--- src/rtl/pixel_fb_writer_pkg.sv ---
// Shared graphics definitions for the pixel frame-buffer writer:
// float32 field layout, FIFO entry format and RGB565 packing.
package pixel_fb_writer_pkg;

    localparam int unsigned FLOAT_W   = 32;
    localparam int unsigned EXP_W     = 8;
    localparam int unsigned MANT_W    = 23;
    localparam int unsigned EXP_BIAS  = 127;

    // Address width carried inside a FIFO entry; sized for the default frame.
    localparam int unsigned FB_ADDR_W = 20;

    typedef struct packed {
        logic [FB_ADDR_W-1:0] addr;
        logic [15:0]          data;
        logic                 is_last;
    } fb_entry_t;

    function automatic logic [15:0] pack_rgb565(input logic [7:0] r,
                                                input logic [7:0] g,
                                                input logic [7:0] b);
        return {r[7:3], g[7:2], b[7:3]};
    endfunction

endpackage

--- src/rtl/pixel_fb_writer_float_to_u8.sv ---
// Combinational float32 -> saturated unsigned 8-bit conversion (truncating).
module float_to_u8
    import pixel_fb_writer_pkg::*;
(
    input  logic [FLOAT_W-1:0] f_in,
    output logic [7:0]         u8_out
);

    logic              sign;
    logic [EXP_W-1:0]  exp_f;
    logic [MANT_W:0]   mant;
    logic [4:0]        shamt;

    // Classify the operand, then shift the implicit-one mantissa for 1.0..255.x
    always_comb begin
        sign   = f_in[FLOAT_W-1];
        exp_f  = f_in[FLOAT_W-2 -: EXP_W];
        mant   = {1'b1, f_in[MANT_W-1:0]};
        // Only meaningful for exponents 127..134, giving shifts of 23..16
        shamt  = 5'(8'(EXP_BIAS + MANT_W) - exp_f);
        u8_out = '0;
        if (sign) begin
            u8_out = '0;
        end else if (exp_f == '1) begin
            u8_out = '1;
        end else if (exp_f < 8'(EXP_BIAS)) begin
            u8_out = '0;
        end else if (exp_f >= 8'(EXP_BIAS + 8)) begin
            u8_out = '1;
        end else begin
            u8_out = 8'(mant >> shamt);
        end
    end

endmodule

--- src/rtl/pixel_fb_writer.sv ---
// Pixel colour consumer: converts float RGB to RGB565, computes the
// frame-buffer address, queues entries and drains them to a BRAM write port.
module pixel_fb_writer
    import pixel_fb_writer_pkg::*;
#(
    parameter int unsigned WIDTH  = 1280,
    parameter int unsigned HEIGHT = 720,
    parameter int unsigned DEPTH  = 16,
    parameter int unsigned ADDR_W = FB_ADDR_W
) (
    input  logic                     clk_in,
    input  logic                     rst_in,
    input  logic [31:0]              r_in,
    input  logic [31:0]              g_in,
    input  logic [31:0]              b_in,
    input  logic [10:0]              x_in,
    input  logic [9:0]               y_in,
    input  logic                     rgb_valid_in,
    input  logic                     fb_ready_in,
    output logic [ADDR_W-1:0]        fb_addr_out,
    output logic [15:0]              fb_data_out,
    output logic                     fb_we_out,
    output logic                     frame_done_out,
    output logic                     overflow_out,
    output logic [$clog2(DEPTH):0]   fifo_count_out
);

    localparam int unsigned PTR_W = $clog2(DEPTH);
    localparam int unsigned CNT_W = PTR_W + 1;

    logic [7:0]           r_u8, g_u8, b_u8;
    logic                 in_range;
    fb_entry_t            s1_next;
    logic                 s1_valid;
    fb_entry_t            s1_entry;

    fb_entry_t            mem [DEPTH];
    logic [PTR_W-1:0]     wr_ptr, rd_ptr;
    logic [CNT_W-1:0]     count;
    logic                 fifo_empty, fifo_full;
    logic                 push, pop;
    fb_entry_t            head;

    float_to_u8 u_f2u_r (.f_in(r_in), .u8_out(r_u8));
    float_to_u8 u_f2u_g (.f_in(g_in), .u8_out(g_u8));
    float_to_u8 u_f2u_b (.f_in(b_in), .u8_out(b_u8));

    // Stage-1 combinational payload: range check, address, colour, frame end
    always_comb begin
        in_range        = (32'(x_in) < WIDTH) && (32'(y_in) < HEIGHT);
        s1_next.addr    = FB_ADDR_W'(y_in) * FB_ADDR_W'(WIDTH) + FB_ADDR_W'(x_in);
        s1_next.data    = pack_rgb565(r_u8, g_u8, b_u8);
        s1_next.is_last = (32'(x_in) == WIDTH - 1) && (32'(y_in) == HEIGHT - 1);
    end

    // Stage-1 register; out-of-frame samples never become valid
    always_ff @(posedge clk_in) begin
        if (rst_in) begin
            s1_valid <= 1'b0;
            s1_entry <= '0;
        end else begin
            s1_valid <= rgb_valid_in && in_range;
            if (rgb_valid_in) begin
                s1_entry <= s1_next;
            end
        end
    end

    // FIFO handshake: a pop in the same cycle frees the slot for a push at full
    always_comb begin
        fifo_empty = (count == '0);
        fifo_full  = (count == CNT_W'(DEPTH));
        pop        = !fifo_empty && fb_ready_in;
        push       = s1_valid && (!fifo_full || pop);
        head       = mem[rd_ptr];
    end

    // FIFO storage; contents need no reset since occupancy gates every read
    always_ff @(posedge clk_in) begin
        if (push) begin
            mem[wr_ptr] <= s1_entry;
        end
    end

    // FIFO pointers, occupancy and sticky overflow flag
    always_ff @(posedge clk_in) begin
        if (rst_in) begin
            wr_ptr       <= '0;
            rd_ptr       <= '0;
            count        <= '0;
            overflow_out <= 1'b0;
        end else begin
            if (push) begin
                wr_ptr <= wr_ptr + PTR_W'(1);
            end
            if (pop) begin
                rd_ptr <= rd_ptr + PTR_W'(1);
            end
            case ({push, pop})
                2'b10:   count <= count + CNT_W'(1);
                2'b01:   count <= count - CNT_W'(1);
                default: count <= count;
            endcase
            if (s1_valid && !push) begin
                overflow_out <= 1'b1;
            end
        end
    end

    // Registered write port; address/data hold between strobes
    always_ff @(posedge clk_in) begin
        if (rst_in) begin
            fb_we_out      <= 1'b0;
            frame_done_out <= 1'b0;
            fb_addr_out    <= '0;
            fb_data_out    <= '0;
        end else begin
            fb_we_out      <= pop;
            frame_done_out <= pop && head.is_last;
            if (pop) begin
                fb_addr_out <= ADDR_W'(head.addr);
                fb_data_out <= head.data;
            end
        end
    end

    assign fifo_count_out = count;

endmodule

--- config.mk ---
export PLATFORM = sky130hd
export DESIGN_NAME = pixel_fb_writer
export DESIGN_NICKNAME = d
export VERILOG_FILES = /design/src/rtl/pixel_fb_writer_pkg.sv /design/src/rtl/pixel_fb_writer_float_to_u8.sv /design/src/rtl/pixel_fb_writer.sv
export SDC_FILE = /design/constraint.sdc
export NUM_CORES = 1
export LEC_CHECK = 0
export BUFFER_PORTS_ARGS = -buffer_cell sky130_fd_sc_hd__buf_2
export CAP_MARGIN = 10
export CORE_ASPECT_RATIO = 0.75
export CORE_MARGIN = 1.5
export CORE_UTILIZATION = 55
export CTS_CLUSTER_DIAMETER = 50
export DETAILED_ROUTE_END_ITERATION = 10
export GPL_TIMING_DRIVEN = 0
export PLACE_DENSITY = 0.76
export SLEW_MARGIN = 20
export SYNTH_ARGS = -nofsm -noshare
export SYNTH_HDL_FRONTEND = slang
export SYNTH_HIERARCHICAL = 1
export SYNTH_SLANG_ARGS = --single-unit
--- constraint.sdc ---
create_clock -name clk_in -period 4.4 [get_ports clk_in]
set_input_delay 0.22 -clock clk_in [delete_from_list [all_inputs] [get_ports clk_in]]
set_output_delay 0.22 -clock clk_in [all_outputs]
set_load 0.01 [all_outputs]
==> Yosys cells after proc, flatten, opt, wreduce, memory -nomap -nowiden <==
Memories as Yosys holds them, arrays and structs flattened. A register that Yosys moved wholly into a read port is not among the register bits.
Index checks and enable logic that the tools add are counted.
{ "op_classes": {"n_lt_le_gt_ge": 8, "mux": 17, "div": 0, "multipliers": 1, "n_shift": 3, "eq_ne": 8, "n_reduce_logical": 13, "bitwise_logic": 0, "n_addsub": 8} }
{ "op_table": {"columns": ["operator", "n"], "rows": [
  ["8-bit two-way mux", 12],
  ["24-bit by 5-bit >> shifter with 8-bit output", 3],
  ["8-bit == test, second input constant", 3],
  ["8-bit >= comparator, second input constant", 3],
  ["8-bit by 7-bit less-than comparator with 1-bit output, second input constant", 3],
  ["20-bit by 11-bit adder with 20-bit output", 1],
  ["5-bit subtractor, first input constant", 3],
  ["10-bit by 3-bit multiplier with 12-bit output, second input constant", 1],
  ["11-bit == test, second input constant", 1],
  ["11-bit less-than comparator, second input constant", 1],
  ["10-bit == test, second input constant", 1],
  ["10-bit less-than comparator, second input constant", 1],
  ["5-bit one-hot mux with 2 select lines", 1],
  ["4-bit by 1-bit adder with 4-bit output, second input constant", 2],
  ["4-bit two-way mux", 2],
  ["1-bit logical AND", 7],
  ["5-bit by 1-bit adder with 5-bit output, second input constant", 1],
  ["5-bit == test, second input constant", 1],
  ["5-bit zero test", 1],
  ["5-bit by 1-bit subtractor with 5-bit output, second input constant", 1],
  ["1-bit zero test", 3],
  ["2-bit by 1-bit == test with 1-bit output, second input constant", 1],
  ["2-bit == test, second input constant", 1],
  ["1-bit two-way mux", 2],
  ["2 further kinds", 2]
]} }
{ "word_totals": {"rom_bits": 0, "latch_bits": 0, "register_bits": 90, "out_inout_bits": 44, "ramBits": 592, "input_bits": 121, "memories": 1, "wordCells": 71} }
{ "mem_list": {"columns": ["name", "depth", "width", "read_ports", "rd_clocked_by_memory_dff", "wr", "line_no", "rtl"], "rows": [
  ["mem", 16, 37, 1, 1, 1, "pixel_fb_writer.sv:37", "fb_entry_t mem [DEPTH];"]
]} }

==> Depth between registers and ports, before layout <==
Gate-level depths: netlist of run 1.
{ "depth": {"word_depth": 7, "mapped_depth": 14, "depth_no_buf": 13} }

==> Hierarchy <==
Netlist of run 1, hierarchy kept.
{ "by_module_without_submodules": {"columns": ["module", "cells_per_inst", "area_each_um2", "n_inst"], "rows": [
  ["pixel_fb_writer", 1318, 26532.9, 1],
  ["float_to_u8", 66, 506.7, 3]
]} }

==> Least setup slack after synthesis of run 1 <==
No wires, ideal clock.
{ "synth_timing": {"kind": "reg-to-reg", "start": "register count[0] (netlist: fifo_count_out[0])", "end": "memory mem[0][0] in the netlist's numbering (enable)", "t_required_ps": 3923, "arrival_ps": 3565, "stages_incl_launch_ff": 7, "period_less_slack_ps": 4042, "path_slack_ps": 358, "setup_ps": 477, "n_path_buf": 1, "path_cell_list": "dfxtp_1 -> or4_1 -> or3b_1 -> and2_1 -> buf_6 -> nand2_1 -> nor3_1"} }
{ "synth_via": {"elab_chain_cells": 7} }
{ "synth_rtl": {"columns": ["element", "line_no", "rtl"], "rows": [
  ["start: declaration", "pixel_fb_writer.sv:39", "logic [CNT_W-1:0] count;"],
  ["start signal: assignment", "pixel_fb_writer.sv:100", "2'b10: count <= count + CNT_W'(1);"],
  ["start signal: assignment", "pixel_fb_writer.sv:101", "2'b01: count <= count - CNT_W'(1);"],
  ["start signal: assignment", "pixel_fb_writer.sv:102", "default: count <= count;"],
  ["5-bit zero test", "pixel_fb_writer.sv:71", "fifo_empty = (count == '0);"],
  ["1-bit zero test", "pixel_fb_writer.sv:73", "pop = !fifo_empty && fb_ready_in;"],
  ["1-bit logical AND", "pixel_fb_writer.sv:73", null],
  ["1-bit logical OR (*)", "pixel_fb_writer.sv:74", "push = s1_valid && (!fifo_full || pop);"],
  ["1-bit logical AND (*)", "pixel_fb_writer.sv:74", null],
  ["1-bit two-way mux (*)", "pixel_fb_writer.sv:80", "if (push) begin"],
  ["1-bit two-way mux (not written as such) (*)", "pixel_fb_writer.sv:81", "mem[wr_ptr] <= s1_entry;"],
  ["end: declaration", "pixel_fb_writer.sv:37", null]
]} }
Mark *: on every way between the ends. The rest lies on a longest branch, timed or not.

==> Worst setup path after layout of run 1 <==
{ "layout_timing": {"start": "register count[1] (netlist: fifo_count_out[1])", "end": "register count[4] (netlist: fifo_count_out[4])"} }
{ "layout_via": {"elab_chain_cells": 7} }
{ "layout_rtl": {"columns": ["element", "line_no", "rtl"], "rows": [
  ["5-bit zero test (*)", "pixel_fb_writer.sv:71", null],
  ["1-bit zero test (*)", "pixel_fb_writer.sv:73", null],
  ["1-bit logical AND (*)", "pixel_fb_writer.sv:73", null],
  ["net pop", "pixel_fb_writer.sv:41", "logic push, pop;"],
  ["1-bit logical OR", "pixel_fb_writer.sv:74", null],
  ["1-bit logical AND", "pixel_fb_writer.sv:74", null],
  ["2-bit by 1-bit == test with 1-bit output or 2-bit == test (tied branches)", "pixel_fb_writer.sv:99", "case ({push, pop})"],
  ["5-bit one-hot mux with 2 select lines or 2-bit nonzero test (tied branches)", null, null]
]} }
The timed path passes the listed nets; every way through them passes the cells marked *.
A chain may end at the register's enable or synchronous reset.

==> results of run 1 <==
power by group through the flow:
stage	Sequential, mW	Combinational (mW)	Clock [mW]
2_1_floorplan	7.55	1.19	0
3_3_place_gp	7.54	1.81	0
3_5_place_dp	7.56	1.86	0
4_1_cts	7.42	1.88	5.90
5_1_grt	7.44	2.02	6.15
6_report	7.42	1.88	5.86
path summary, 6_finish.rpt:
check	from	cells after the start	end
hold reg to reg	fb_data_out[12]$_SDFFE_PP0N_	2	fb_data_out[12]$_SDFFE_PP0N_
hold / removal	y_in[9]	3	s1_valid$_SDFF_PP0_
setup / recovery	fifo_count_out[1]$_SDFFE_PP0P_	12	fifo_count_out[4]$_SDFFE_PP0P_
setup reg to reg	fifo_count_out[1]$_SDFFE_PP0P_	12	fifo_count_out[4]$_SDFFE_PP0P_
final cells by class:
| cell class | count | area, um^2 |
|---|---|---|
| well taps | 657 | 822 |
| inverters | 25 | 93.8 |
| plain buffers | 81 | 497 |
| clock buffers | 89 | 1810 |
| flip-flops and latches | 686 | 19700 |
| clock inverters | 35 | 414 |
| fillers | 3247 | 17600 |
| multi-input cells | 688 | 7580 |
| repair buffers | 158 | 1410 |
registers in the layout, indices dropped and copies added (netlist names), named ones only:
register / flops
fb_we_out: 1
rd_ptr: 4
fb_addr_out: 20
overflow_out: 1
fb_data_out: 16
frame_done_out: 1
wr_ptr: 4
s1_valid: 1
s1_entry: 37
mem: 592
fifo_count_out: 5
metrics by stage:
step | setup TNS [ns] | worst slack [ns] | power (mW) | cell area [um^2]
after floorplan | 0 | 0.358 | 8.74 | 27700
after global placement | -702.50 | -3.16 | 9.35 | 29000
after detailed placement | 0 | 0.699 | 9.42 | 30000
after CTS | 0 | 0.675 | 15.2 | 32300
after global routing | 0 | 0.407 | 15.6 | 32300
final | 0 | 0.563 | 15.2 | 32300
layer usage:
metal,vias to the layer above,wire [um],track usage
met5,-,11,0
met4,2,1410,0.0730
met3,111,7110,0.0537
met2,849,31100,0.411
met1,7772,27600,0.387
li1,6404,-,-
critical path, stage by stage (launching register included):
cell and delay, ns:
dfxtp_1 0.34, or4_1 0.54, o21ai_1 0.51, inv_2 0.14, clkbuf_1 0.48, ha_1 0.44, ha_1 0.32, nor2b_1 0.15
o21ai_0 0.20, a21oi_1 0.10, nor3_1 0.25, xnor2_1 0.15, nor2_1 0.06
==> metrics.md, run 1 <==
| Metric | Value |
|---|---|
| Post-CTS Resized | 0 |
| Synthesized instance count | between 1000 and 1500 |
| Vias in the first global route | 15100 |
| Antenna violations before repair | 1 |
| Via count | between 15000 and 20000 |
| Die X | 262 um |
| VDD IR max | 0.322 mV |
| GRT Total Usage | 0.265 |
| Area Overhead vs Synth | 16.5% |
| Clock sink count | 686 |
| Final ANT Viol Nets | 0 |
| Die Y | 197 um |
| Core Box Area | 49900 um^2 |
| Layout Cells excl Fill | around 2400 |
| Commonest non-fill, non-tap cell in the layout | edfxtp_1 |
| Full die area | roughly 52000 um^2 |
| CTS clk-pin slew, worst paths | 0.06 ns |
| DP HPWL | 44.2 mm |
| Commonest cells after routing, fill and taps aside | edfxtp_1, mux4_2, buf_2, nand2_1, dfxtp_1 |
| Syn Nets | 1638 |
| Largest net degree at the start of global routing | 18 |
| Post-CTS Setup Bufs | 0 |
| Seq pwr share | 0.490 |
| Row count | 71 |
| CTS tree | yes |
| Antenna diodes | 0 |
| Hold slack | between 0.04 and 0.05 ns |
| Num CTS Buffers | 67 |
| Crit path capture type | register |
| Hold crit path type | input pin to register |
| Static Leak | 11.0 nW |
| Avg Inst Size Synth | approximately 19 um^2 |
| DP Cell Count | about 2300 |
| Critical Path RT | 4.85 ns |
| Worst Tran Pin Value | 1.09 ns |
| DR pass1 iterations | 5 |
| Gate power share | 0.124 |
| Slew HR | 0.274 |
| Fin crit period | 3.84 ns |
| Fin. Hold Viols | 0 |
| Max H-tree Level | 3 |
| Crit Path Max Fanout | 10 |
| Routed wire length | 67.2 mm |
| Clk buf depth | 3 |
| Initial Util | 0.555 |
| Nets@finish | 1865 |
| Power per cell area | 470 nW/um^2 |
| Iter 0 DRT Violations | 2005 |
| Post-route DRC | 0 |
| Hold buffer count at CTS | 8 |
| Internal | approximately 11 mW |
| R2r setup slk | 0.56 ns |
| Core Util, Final | 0.647 |
| I/O pin cnt | 165 |
| CP startpoint kind | register |
| Share of cells above drive strength 1 | 0.294 |
| Gr ovfl total | 0 |
| First-pass GRT wire length | slightly below 100 mm |
| Area of the mapped netlist | 27700 um^2 |
| Synthesis Warnings | 6 |
| Port bufs | 100 |
| Max-Cap Viols | 0 |
| Final period util | 0.872 |
| Endpoints failing setup | 0 |
| Power share of the clock group | 0.386 |
| Max Slew Vio Count | 0 |
| Unrepaired setup endpoints after global routing | no |
| Gpl congestion | around 0.79 |
| Sw Share | 0.244 |
| Critical path arrival | approximately 4.3 ns |
| Max Fclk | 261 MHz |
| Setup CP Type | register to register |
| Root Driver | clkbuf_16 |
| Clock skew | about 0.027 ns |
| Status | complete, no violations |
| Worst skew pair latency | around 0.6 ns |
| Vias per cell | 6.26 |
| Sw Pwr | 3.71 mW |
| Wire length per cell | 27.8 um |
Note: power is estimated with default switching activity, not from simulation.
==> run 2: changes to the inputs <==
BUFFER_PORTS_ARGS = not set   (was -buffer_cell sky130_fd_sc_hd__buf_2)
DONT_BUFFER_PORTS = 1   (was not set)
PLACE_DENSITY = 0.73   (was 0.76)
==> metrics.md, run 2 (same netlist as run 1, synthesis figures left out) <==
| Metric | Value |
|---|---|
| Fin crit period | 3.97 ns (+0.130 ns) |
| Final ANT Viol Nets | 0 (unchanged) |
| DP Cell Count | 2187 (-4.4%) |
| Slew HR | 0.250 (-0.0240) |
| Hold slack | 0.0444 ns (-0.00130 ns) |
| Row count | 71 (unchanged) |
| CTS tree | yes |
| Max H-tree Level | 2 (-1) |
| Hold depth | 5 (+2) |
| Wire length per cell | 28.1 um (+1.0%) |
| Most frequent cell on the critical path | ha_1 |
| R2R Path End | fifo_count_out[4]$_SDFFE_PP0P_ |
| Full die area | 51800 um^2 (unchanged) |
| DP HPWL | 43.1 mm (-2.4%) |
| Crit path capture type | register |
| CTS clk-pin slew, worst paths | 0.06 ns (about the same) |
| Core Util, Final | 0.635 (-0.0117) |
| Antenna violations before repair | 0 (-1) |
| Nets@finish | 1777 (-4.7%) |
| Clock sink count | 686 (unchanged) |
| Routed wire length | 65.4 mm (-2.8%) |
| Fin. Hold Viols | 0 (unchanged) |
| Post-route DRC | 0 (unchanged) |
| Die Y | 197 um (unchanged) |
| Critical path arrival | 4.46 ns (+0.17 ns) |
| Max Slew Vio Count | 0 (unchanged) |
| Commonest cells after routing, fill and taps aside | edfxtp_1, mux4_2, nand2_1, dfxtp_1, nor2_1 |
| Worst hold start | b_in[31] |
| Clock skew | 0.0230 ns (-0.00439 ns) |
| Commonest non-fill, non-tap cell in the layout | edfxtp_1 |
| Post-DP Area | 29500 um^2 (-1.7%) |
| Largest net degree at the start of global routing | 20 (+2) |
| Area Overhead vs Synth | 14.4% |
| Antenna diodes | 0 (unchanged) |
| Setup CP Type | register to register |
| Worst reg-to-reg path cell count | 12 (unchanged) |
| Gr ovfl total | 0 (unchanged) |
| Share of cells above drive strength 1 | 0.247 (-0.0468) |
| Static Leak | 10.5 nW (-4.6%) |
| DR pass1 iterations | 5 (unchanged) |
| CP startpoint kind | register |
| VDD IR max | 0.275 mV (-15%) |
| Worst skew pair latency | 0.63 ns (+0.02 ns) |
| Slowest cell delay on critical path | 0.56 ns (+0.02 ns) |
| Vias in the first global route | 14500 (-3.7%) |
| Vias per cell | 6.35 (+1.5%) |
| Gpl congestion | 0.775 (-2.0%) |
| CP cell instances | or4_1 > o21ai_1 > inv_2 > clkbuf_1 > ha_1 > ha_1 > nor2b_1 > o21ai_0 > a21oi_1 > nor3_1 > xnor2_1 > nor2_1 |
| Slowest cell on the critical path | or4_1 |
| Top reg by flops | mem |
| CP Buf/Inv Count | 2 (unchanged) |
| R2r setup slk | 0.43 ns (-0.13 ns) |
| GRT Total Usage | 0.257 (-0.00798) |
| Via count | 14800 (-2.3%) |
| WHS Endpoint | s1_entry[5]$_SDFFE_PP0P_ |
| Worst Tran Pin Value | 1.13 ns (+0.0360 ns) |
| Status | complete, no violations |
| Max Fclk | 252 MHz (-3.3%) |
| Layout Cells excl Fill | 2328 (-3.8%) |
| Iter 0 DRT Violations | 1754 (-13%) |
| Root Driver | clkbuf_16 |
| Crit path max-delay family | simple AND/OR/NAND/NOR gates |
| Port bufs | 0 (-100%) |
| Max-Cap Viols | 0 (unchanged) |
| Hold crit path type | input pin to register |
| Initial Util | 0.555 (unchanged) |
| Num CTS Buffers | 60 (-10%) |
| Power per cell area | 456 nW/um^2 (-2.9%) |
| Endpoints failing setup | 0 (unchanged) |
| Largest registers | mem (592), s1_entry (37), fb_addr_out (20) |
| Critical Path RT | 4.89 ns (+0.04 ns) |
| Unrepaired setup endpoints after global routing | no |
| First-pass GRT wire length | 95.2 mm (-2.8%) |
| Final Cell Area | 31700 um^2 (-1.8%) |
| Post-CTS Setup Bufs | 0 (unchanged) |
| Clk buf depth | 3 (unchanged) |
| Total power | 14.5 mW (-4.7%) |
| R2r startpoint | fifo_count_out[1]$_SDFFE_PP0P_ |
| Die X | 262 um (unchanged) |
| Critical path startpoint | fifo_count_out[1]$_SDFFE_PP0P_ |
| I/O pin cnt | 165 (unchanged) |
| Core Box Area | 49900 um^2 (unchanged) |
| Crit Path Max Fanout | 10 (unchanged) |
| Final period util | 0.902 (+0.0295) |
| Max FFs per register | 592 (unchanged) |
-- run 2: cell count changes in the layout (fill, tap and decap cells not counted), moves of 5 or more --
cell,change
clkinv_2,+8
inv_6,-5
buf_4,-6
buf_12,+9
buf_2,-100
clkinv_1,-7
clkbuf_8,+7
dlygate4sd3_1,+19
clkbuf_16,-7
buf_16,-7
-- run 2: where the power goes --
group / internal (mW) / total (mW) / switching (mW)
combinational: 0.738 / 1.66 / 0.923
clock: 2.96 / 5.28 / 2.32
sequential: 7.23 / 7.51 / 0.275
total: 10.9 / 14.5 / 3.52
-- run 2: timing repair --
| item | 4_1_cts | 5_1_grt |
|---|---|---|
| hold buffers | 27 | 0 |
| gates resized for setup | 0 | 0 |
| endpoints found under the setup margin | 0 | 0 |
| endpoints found under the hold margin | 23 | 0 |
-- run 2: area by class of cell --
type	count	area, um^2
fill	3399	18200
buffer	81	494
inverter	25	93.8
sequential	686	19700
clock inverter	25	236
clock buffer	89	1730
timing repair buffer	77	1090
tap	657	822
multi-input combinational	688	7580
-- run 2: worst register-to-register path, stage by stage (launching register included) --
cell,delay [ns]
dfxtp_1,0.38
or4_1,0.56
o21ai_1,0.52
inv_2,0.14
clkbuf_1,0.51
ha_1,0.46
ha_1,0.32
nor2b_1,0.15
o21ai_0,0.27
a21oi_1,0.12
nor3_1,0.22
xnor2_1,0.14
nor2_1,0.05
-- run 2: per-stage QoR --
| step | TNS [ns] | setup slack [ns] |
|---|---|---|
| after floorplan | 0 | 0.358 |
| after global placement | -808.25 | -3.39 |
| after detailed placement | 0 | 0.600 |
| after CTS | 0 | 0.585 |
| after global routing | 0 | 0.240 |
| final | 0 | 0.433 |
-- run 2: per-layer routing --
layer | wire, um | up-vias | GRT usage
li1 | - | 6217 | -
met1 | 27200 | 7700 | 0.380
met2 | 29500 | 774 | 0.385
met3 | 7500 | 94 | 0.0678
met4 | 1170 | 0 | 0.0646
met5 | 0 | - | 0
-- run 2: how the worst max path moves through the flow --
stage                     depth (start not counted)                             end
final                                            12  fifo_count_out[4]$_SDFFE_PP0P_
after global routing                             12  fifo_count_out[4]$_SDFFE_PP0P_
after CTS                                        12  fifo_count_out[4]$_SDFFE_PP0P_
after detailed placement                         12  fifo_count_out[4]$_SDFFE_PP0P_
after global placement                            6            mem[0][30]$_DFFE_PP_
after floorplan                                   6             mem[0][0]$_DFFE_PP_
